<file path="src/rtl/display_mux.sv">
// Multi-source seven-segment display path: field-to-digit conversion, edit blink and source-change banner.
// Optional build macro LEADING_ZERO_BLANK_EN blanks the leading zero of the most significant field.
module display_mux #(
    parameter int NSRC       = 4,
    parameter int NFIELD     = 4,
    parameter int BLINK_HALF = 6000000,
    parameter int BANNER_CYC = 12000000
) (
    input  logic                        clk,
    input  logic                        rst,
    input  logic [NSRC*NFIELD*7-1:0]    src_vals,
    input  logic [$clog2(NSRC)-1:0]     sel,
    input  logic                        edit_en,
    input  logic [$clog2(NFIELD)-1:0]   edit_field,
    input  logic [2*NFIELD-1:0]         dp_mask,
    output logic [2*NFIELD*8-1:0]       ss7,
    output logic                        banner_active
);

    localparam int SELW = $clog2(NSRC);
    localparam int NDIG = 2 * NFIELD;
    localparam int BLW  = (BLINK_HALF > 1) ? $clog2(BLINK_HALF) : 1;
    localparam int BNW  = (BANNER_CYC > 1) ? $clog2(BANNER_CYC) : 1;

    localparam logic [6:0]     SEG_DASH    = 7'h40;
    localparam logic [BLW-1:0] BLINK_LAST  = BLW'(BLINK_HALF - 1);
    localparam logic [BNW-1:0] BANNER_LOAD = BNW'(BANNER_CYC - 1);

    typedef enum logic {
        SHOW,
        BANNER
    } state_t;

    state_t          state;
    logic [SELW-1:0] sel_q;
    logic [SELW-1:0] sel_eff;
    logic            armed;
    logic            sel_changed;
    logic            show_banner;
    logic            blank_field;
    logic [BNW-1:0]  banner_cnt;
    logic [BLW-1:0]  blink_cnt;
    logic            blink_on;
    logic [NDIG*8-1:0] ss7_next;

    function automatic logic [6:0] hex2seg7(input logic [3:0] h);
        logic [6:0] s;
        case (h)
            4'h0: s = 7'h3F;
            4'h1: s = 7'h06;
            4'h2: s = 7'h5B;
            4'h3: s = 7'h4F;
            4'h4: s = 7'h66;
            4'h5: s = 7'h6D;
            4'h6: s = 7'h7D;
            4'h7: s = 7'h07;
            4'h8: s = 7'h7F;
            4'h9: s = 7'h6F;
            4'hA: s = 7'h77;
            4'hB: s = 7'h7C;
            4'hC: s = 7'h39;
            4'hD: s = 7'h5E;
            4'hE: s = 7'h79;
            default: s = 7'h71;
        endcase
        return s;
    endfunction

    // Returns {tens segments, ones segments}; anything above 99 shows two dashes.
    function automatic logic [13:0] field_segs(input logic [6:0] v);
        logic [3:0] tens_d;
        logic [3:0] ones_d;
        tens_d = 4'(v / 7'd10);
        ones_d = 4'(v % 7'd10);
        if (v > 7'd99) begin
            return {SEG_DASH, SEG_DASH};
        end
        return {hex2seg7(tens_d), hex2seg7(ones_d)};
    endfunction

    assign sel_eff     = (int'(sel) < NSRC) ? sel : '0;
    assign sel_changed = armed && (sel_eff != sel_q);
    assign show_banner = sel_changed || ((state == BANNER) && (banner_cnt != '0));
    assign blank_field = edit_en && !blink_on && (int'(edit_field) < NFIELD);

    // armed stays low for the first cycle after reset so the initial sel never raises a banner.
    always_ff @(posedge clk or negedge rst) begin
        if (!rst) begin
            state         <= SHOW;
            sel_q         <= '0;
            armed         <= 1'b0;
            banner_cnt    <= '0;
            banner_active <= 1'b0;
        end else begin
            armed <= 1'b1;
            sel_q <= sel_eff;
            case (state)
                SHOW: begin
                    if (sel_changed) begin
                        state         <= BANNER;
                        banner_cnt    <= BANNER_LOAD;
                        banner_active <= 1'b1;
                    end
                end
                BANNER: begin
                    if (sel_changed) begin
                        banner_cnt <= BANNER_LOAD;
                    end else if (banner_cnt == '0) begin
                        state         <= SHOW;
                        banner_active <= 1'b0;
                    end else begin
                        banner_cnt <= banner_cnt - 1'b1;
                    end
                end
            endcase
        end
    end

    always_ff @(posedge clk or negedge rst) begin
        if (!rst) begin
            blink_cnt <= '0;
            blink_on  <= 1'b1;
        end else if (blink_cnt == BLINK_LAST) begin
            blink_cnt <= '0;
            blink_on  <= !blink_on;
        end else begin
            blink_cnt <= blink_cnt + 1'b1;
        end
    end

    // The next display is built from the post-edge FSM view so the banner appears together with banner_active.
    always_comb begin
        logic [6:0]  v;
        logic [13:0] segs;
        logic [7:0]  tens;
        logic [7:0]  ones;
        ss7_next = '0;
        v        = '0;
        segs     = '0;
        tens     = '0;
        ones     = '0;
        if (show_banner) begin
            ss7_next[(NDIG-1)*8 +: 8] = {1'b0, SEG_DASH};
            ss7_next[(NDIG-2)*8 +: 8] = {1'b0, hex2seg7(4'(sel_eff))};
        end else begin
            for (int f = 0; f < NFIELD; f++) begin
                v    = src_vals[(int'(sel_eff) * NFIELD + f) * 7 +: 7];
                segs = field_segs(v);
                tens = {dp_mask[2*f+1], segs[13:7]};
                ones = {dp_mask[2*f], segs[6:0]};
`ifdef LEADING_ZERO_BLANK_EN
                if ((f == NFIELD - 1) && (v < 7'd10)) begin
                    tens = {dp_mask[2*f+1], 7'h00};
                end
`endif
                if (blank_field && (int'(edit_field) == f)) begin
                    tens = 8'h00;
                    ones = 8'h00;
                end
                ss7_next[(2*f+1)*8 +: 8] = tens;
                ss7_next[(2*f)*8 +: 8]   = ones;
            end
        end
    end

    always_ff @(posedge clk or negedge rst) begin
        if (!rst) begin
            ss7 <= '0;
        end else begin
            ss7 <= ss7_next;
        end
    end

endmodule

</file>
<file path="config.mk">
export PLATFORM = sky130hd
export DESIGN_NAME = display_mux
export DESIGN_NICKNAME = d
export VERILOG_FILES = /design/src/rtl/display_mux.sv
export SDC_FILE = /design/constraint.sdc
export NUM_CORES = 1
export LEC_CHECK = 0
export BUFFER_PORTS_ARGS = -buffer_cell sky130_fd_sc_hd__buf_4
export CORE_ASPECT_RATIO = 1.1
export CORE_UTILIZATION = 61
export CTS_CLUSTER_DIAMETER = 80
export DETAILED_ROUTE_END_ITERATION = 7
export PLACE_DENSITY = 0.87
export SYNTH_ARGS = -nofsm -noshare
export SYNTH_HDL_FRONTEND = slang
export SYNTH_SLANG_ARGS = --single-unit
</file>
<file path="constraint.sdc">
create_clock -name clk -period 5.6 [get_ports clk]
set_clock_uncertainty 0.15 [all_clocks]
set_input_delay 0.56 -clock clk [delete_from_list [all_inputs] [get_ports clk]]
set_output_delay 0.56 -clock clk [all_outputs]
set_load 0.02 [all_outputs]
</file>
-- Word level (Yosys, flattened, before mapping)
Memory sizes are Yosys's and may differ from the RTL's.
Cells that the tools add are included.
- output and inout bits: 65
- memories kept: 8
- input bits: 127
- bits in read-only memories: 896
- register bits after elaboration: 117
- memory list (memory ; depth ; width ; rd ports ; clocked after Yosys merged registers in ; write ports ; RTL line ; text):
    (no name shown) ; 16 ; 7 ; 1 ; 0 ; 0 ; 48 ; case (h)
    (no name shown) ; 16 ; 7 ; 1 ; 0 ; 0 ; 48 ;
    (no name shown) ; 16 ; 7 ; 1 ; 0 ; 0 ; 48 ;
    (no name shown) ; 16 ; 7 ; 1 ; 0 ; 0 ; 48 ;
    (no name shown) ; 16 ; 7 ; 1 ; 0 ; 0 ; 48 ;
    (no name shown) ; 16 ; 7 ; 1 ; 0 ; 0 ; 48 ;
    2 more memories ; - ; - ; - ; - ; - ; - ;
- divide/modulo/power cells: 8
- bitwise gates (word level): 1
- mux-type cells: 40
- add/subtract/negate cells: 5
- reduce and logical (&&, ||, !) cells: 15
- eq/ne operators: 12
- magnitude comparators: 4
- multiply operators: 4
- shift operators: 4
- operators by type and width (cell ; count):
    112-bit by 9-bit indexed part select with 7-bit output ; 3
    14-bit two-way mux ; 8
    112-bit by 8-bit indexed part select with 7-bit output ; 1
    24-bit two-way mux ; 3
    8-bit two-way mux ; 8
    48-bit two-way mux ; 1
    24-bit case mux with 2 select lines ; 1
    7-bit by 4-bit divider with 7-bit output, second input constant ; 4
    7-bit greater-than comparator, second input constant ; 4
    7-bit by 4-bit modulo with 7-bit output, second input constant ; 4
    7-bit case mux with 4 select lines ; 1
    24-bit zero test ; 1
    5-bit by 3-bit multiplier with 8-bit output, second input constant ; 3
    24-bit nonzero test ; 1
    24-bit by 1-bit subtractor with 24-bit output, second input constant ; 1
    23-bit by 1-bit adder with 23-bit output, second input constant ; 1
    23-bit equality test, second input constant ; 1
    23-bit two-way mux ; 1
    16-bit two-way mux ; 1
    1-bit two-way mux ; 14
    4-bit by 2-bit adder with 5-bit output, second input constant ; 2
    2-bit equality test, second input constant ; 4
    1-bit logical AND ; 7
    4-bit by 1-bit adder with 5-bit output, second input constant ; 1
    13 further kinds ; 17

-- Logic depth before layout (Yosys ltp)
- depth in word-level cells: 9
- mapped depth: 27

-- Worst setup path after synthesis
OpenSTA, ideal clock, no wires.
- path kind: input to register
- start point: input sel[0]
- end point: register ss7[49]
- stages on the path: 26
- buffers on the path: 5
- slack: -440 ps
- required time: 5303 ps
- library setup time: 147 ps
- arrival: 5743 ps
- cell sequence: buf_6 > buf_6 > buf_6 > mux4_2 > buf_4 > ha_1 > o21a_2 > buf_1 > xnor2_1 > ha_1 > nor2b_1 > mux2i_4 > a211o_1 > nand3_1 > o21ai_0 > o21ai_0 > ha_1 > inv_1 > a211oi_1 > a2bb2oi_1 > o41ai_4 > a21oi_2 > ha_1 > a21oi_1 > mux2_2 > o31ai_2
- word-level cells in the longest chain between the ends: 9
- elaborated cells on any way between the ends: 14
- those cells by class: add/sub (1); mul (1); div (1); order compare (1); eq/ne (1); shift (1); mux (5); reduce/logical (2); memory (1)
- RTL lines (what ; RTL line ; text):
    start: declaration ; 12 ; input logic [$clog2(NSRC)-1:0] sel,
    parallel branches: the longest is 8 deep, another holds 5-bit by 3-bit multiplier with 8-bit output ; - ;
    16-bit two-way mux * ; 142 ; if (show_banner) begin
    via ss7_next[49] ; 44 ; logic [NDIG*8-1:0] ss7_next;
    end signal: assignment ; 170 ; ss7 <= ss7_next;
    end: declaration ; 16 ; output logic [2*NFIELD*8-1:0] ss7,
Mark *: on every way through the listed nets, which the timed path passes. The select of a mux whose other input is x is not followed.
A chain may end at the register's enable or synchronous reset.

-- Worst setup path in the final report
- start point: input sel[0]
- end point: register ss7[40]
- word-level cells in the longest chain between the ends: 9
- elaborated cells on any way between the ends: 14
- those cells by class: add/sub (1); mul (1); div (1); order compare (1); eq/ne (1); shift (1); mux (5); reduce/logical (2); memory (1)
- RTL lines (what ; RTL line):
    parallel branches: the longest is 8 deep, another holds 5-bit by 3-bit multiplier with 8-bit output ; -
    48-bit two-way mux * ; 142
    via ss7_next[40] ; 44
Marks and branches as above.

==> qor.txt <==
Commonest cells post-synth -> 116 x dfrtp_1, 97 x nand2_1, 89 x nor2_1, 63 x a21oi_1, 59 x ha_1
PwrDens -> 343 mW/mm²
Worst VDD drop -> 0.000227 V
Unrepaired setup endpoints after global routing -> no
Leakage -> 5.57 nW
Worst slew margin -> 26.8%
Fmax -> 0.189 GHz
Die extent in y -> 133 µm
Detail Route Antenna Nets -> 0
Seq/Total Area, Yosys -> 30.8%
First-pass GRT wire length -> 44400 µm
DP HPWL -> 20000 µm
# setup viols final -> 0
1st-pass router iterations -> 5
Diode count -> 0
Post-CTS Setup Bufs -> 0
Largest net degree at the start of global routing -> 66
Drt total wl -> 27400 µm
DRC viols -> 0
Vias in the first global route -> 9278
CTS sink cnt -> 117
CP endpoint kind -> flop
Nets -> 1456
Library cells used by synthesis -> 96
CP Data Required Time -> 5760 ps
Largest area contributor in the netlist -> dfrtp_1
GR Overflow Total -> 0
Crit share post-route -> 94.3%
Mapped Area -> 0.00952 mm²
Startpoint types -> primary input
Worst-margin pin slew -> 1090 ps
Horiz. Die Dim -> 121 µm
Yosys reg bits -> 117
Total die area -> 0.0161 mm²
Top-count cell post-synth -> dfrtp_1
Initial Utilization -> 62.8%
Final setup margin -> 318 ps
Top cells by area, synth -> dfrtp_1 30%, ha_1 7.8%, mux4_2 6.4%
Syn_area_per_cell -> 9.07 µm²
Post-Syn Instances -> 1050
Hold buffers post-CTS -> 0
Asr flop ratio synth -> 100%
1st-iter DRT viols -> 843
Non-filler cells, final -> 1479
EDFF count, synth -> 0
TritonCTS Buffers -> 17
Place WS -> -89.5 ps
Hold Path Class -> primary input to asynchronous set/reset pin
CTS root buf -> clkbuf_16
Setup_tns -> 0 ps
Worst Path Max Fanout -> 6
Longest Clk Path Bufs -> 2
Share of cells above drive strength 1 -> 30.3%
Util after Layout -> 80.3%
Initial antenna violation count -> 0
Top FF cell, synth -> dfrtp_1
Max Slew Vio Count -> 0
Top-area cell type share of the netlist area -> 30.5%
Syn Nets -> 1236
Yosys Warn Count -> 0
Vias per std cell -> 6.35
Placed cell count -> 1447
Total of max-cap violations -> 0
Post-CTS Resized -> 0
Fin crit period -> 5280 ps
CTS tree -> done
Area growth from synthesis to final layout -> 27.9%
CP Data Arrival Time -> 5440 ps
Hold Vio Cnt, Final -> 0
Status -> completed
Clock-pin slew on the worst setup and hold paths -> 60 ps
Detailed-route wire length per cell -> 18.5 µm
Core ar. -> 0.0152 mm²
Worst-skew pair later-pin latency -> 430 ps
Port Buffers -> 191
Row count -> 47
GPL Wtd Cong -> 0.963
Global Route Usage Sum -> 34.9%
H-tree depth -> 4
I/O pin count -> 192
Vias -> 9396
Crit Path Class -> primary input to flop
## area by class of cell
class	count	area, µm²
fillers	992	2990
well taps	196	245
inverters	56	213
clock buffers	20	447
repair buffers	247	1870
multi-input cells	831	6300
flip-flops and latches	117	2930
clock inverters	12	178
## cells in the final DEF (no fill, tap or decap), types with 13 or more instances in the layout
| master | Yosys | layout |
|---|---|---|
| o21ai_0 | 48 | 46 |
| nand2_1 | 97 | 96 |
| xor2_1 | 15 | 15 |
| mux4_2 | 27 | 27 |
| a21oi_1 | 63 | 62 |
| clkbuf_16 | 0 | 17 |
| a211oi_1 | 18 | 17 |
| xnor2_1 | 30 | 28 |
| or3_1 | 13 | 13 |
| nor3_1 | 35 | 35 |
| mux2i_1 | 16 | 16 |
| dfrtp_1 | 116 | 116 |
| and2_1 | 23 | 23 |
| inv_1 | 52 | 52 |
| nand3_1 | 33 | 33 |
| ha_1 | 59 | 46 |
| nor2_1 | 89 | 87 |
| buf_4 | 5 | 246 |
## state kept, by name (all words and copies together) (netlist names)
register       count
ss7               64
banner_cnt        24
blink_cnt         23
sel_q              2
armed              1
banner_active      1
blink_on           1
state              1
## power by group
group	switching [mW]	leakage (nW)	internal (mW)	total (mW)
combinational	1.25	3.78	0.891	2.14
clock	0.419	0.304	0.756	1.17
sequential	0.0122	1.49	0.858	0.870
## worst max-delay path, cell delays in order
cell and delay [ps]:
buf_4 120, mux4_2 550, ha_4 190, or2_4 250, o221a_4 250, xnor2_2 150
ha_2 240, nor2_2 60, mux2i_4 200, buf_4 160, nor2b_1 180, nor2_1 90
o22ai_4 180, inv_4 80, xnor2_2 180, ha_2 250, nor3b_1 70, a211o_1 270
or3_1 450, buf_4 190, inv_1 110, ha_1 190, nor3_1 70, a311oi_1 310
nor2_1 60
## final timing paths
path | from | cells past startpoint | slack (ps) | endpoint
worst max register to register | banner_cnt[6]$_DFFE_PN0P_ | 11 | 1230 | ss7[35]$_DFF_PN0_
worst min register to register | blink_cnt[0]$_DFF_PN0_ | 1 | 340 | blink_cnt[0]$_DFF_PN0_
worst min-delay path | rst | 1 | 70 | ss7[48]$_DFF_PN0_
min in group clk | dp_mask[2] | 2 | 190 | ss7[23]$_DFF_PN0_
max in group asynchronous | rst | 2 | 4000 | ss7[36]$_DFF_PN0_
worst max-delay path | sel[0] | 25 | 320 | ss7[40]$_DFF_PN0_
## layer usage
metal | track usage (%) | up-vias | routed length (µm)
met2 | 60.3 | 485 | 13900
met5 | 0 | - | 0
met4 | 16.0 | 0 | 902
met3 | 5.04 | 86 | 1880
met1 | 42.7 | 4498 | 10700
li1 | - | 4327 | -
## logic make-up (layout without fill, tap and decap cells)
| group | after synthesis | in the layout | share of synthesized area [%] |
|---|---|---|---|
| muxes | 58 | 58 | 10.3 |
| DFF | 117 | 117 | 30.8 |
| and+or+nand+nor | 367 | 367 | 18.9 |
| buffers and inverters | 102 | 335 | 4.84 |
| other | 1 | 1 | 0.0394 |
| xor gates and xnor gates | 46 | 46 | 4.43 |
| adders and majority gates | 59 | 59 | 7.75 |
| AOI/OAI and AO/OA | 300 | 300 | 23.1 |
## per-stage QoR
step           hold slack, ps  instance area [µm²]  power (mW)
2_1_floorplan             114                 9720        2.43
3_3_place_gp              315                11600        2.88
3_5_place_dp              338                11600        2.94
4_1_cts                   111                12200        4.14
5_1_grt                   154                12200        4.42
6_report                 73.5                12200        4.18
No activity file was read; power rests on OpenSTA's default activity.
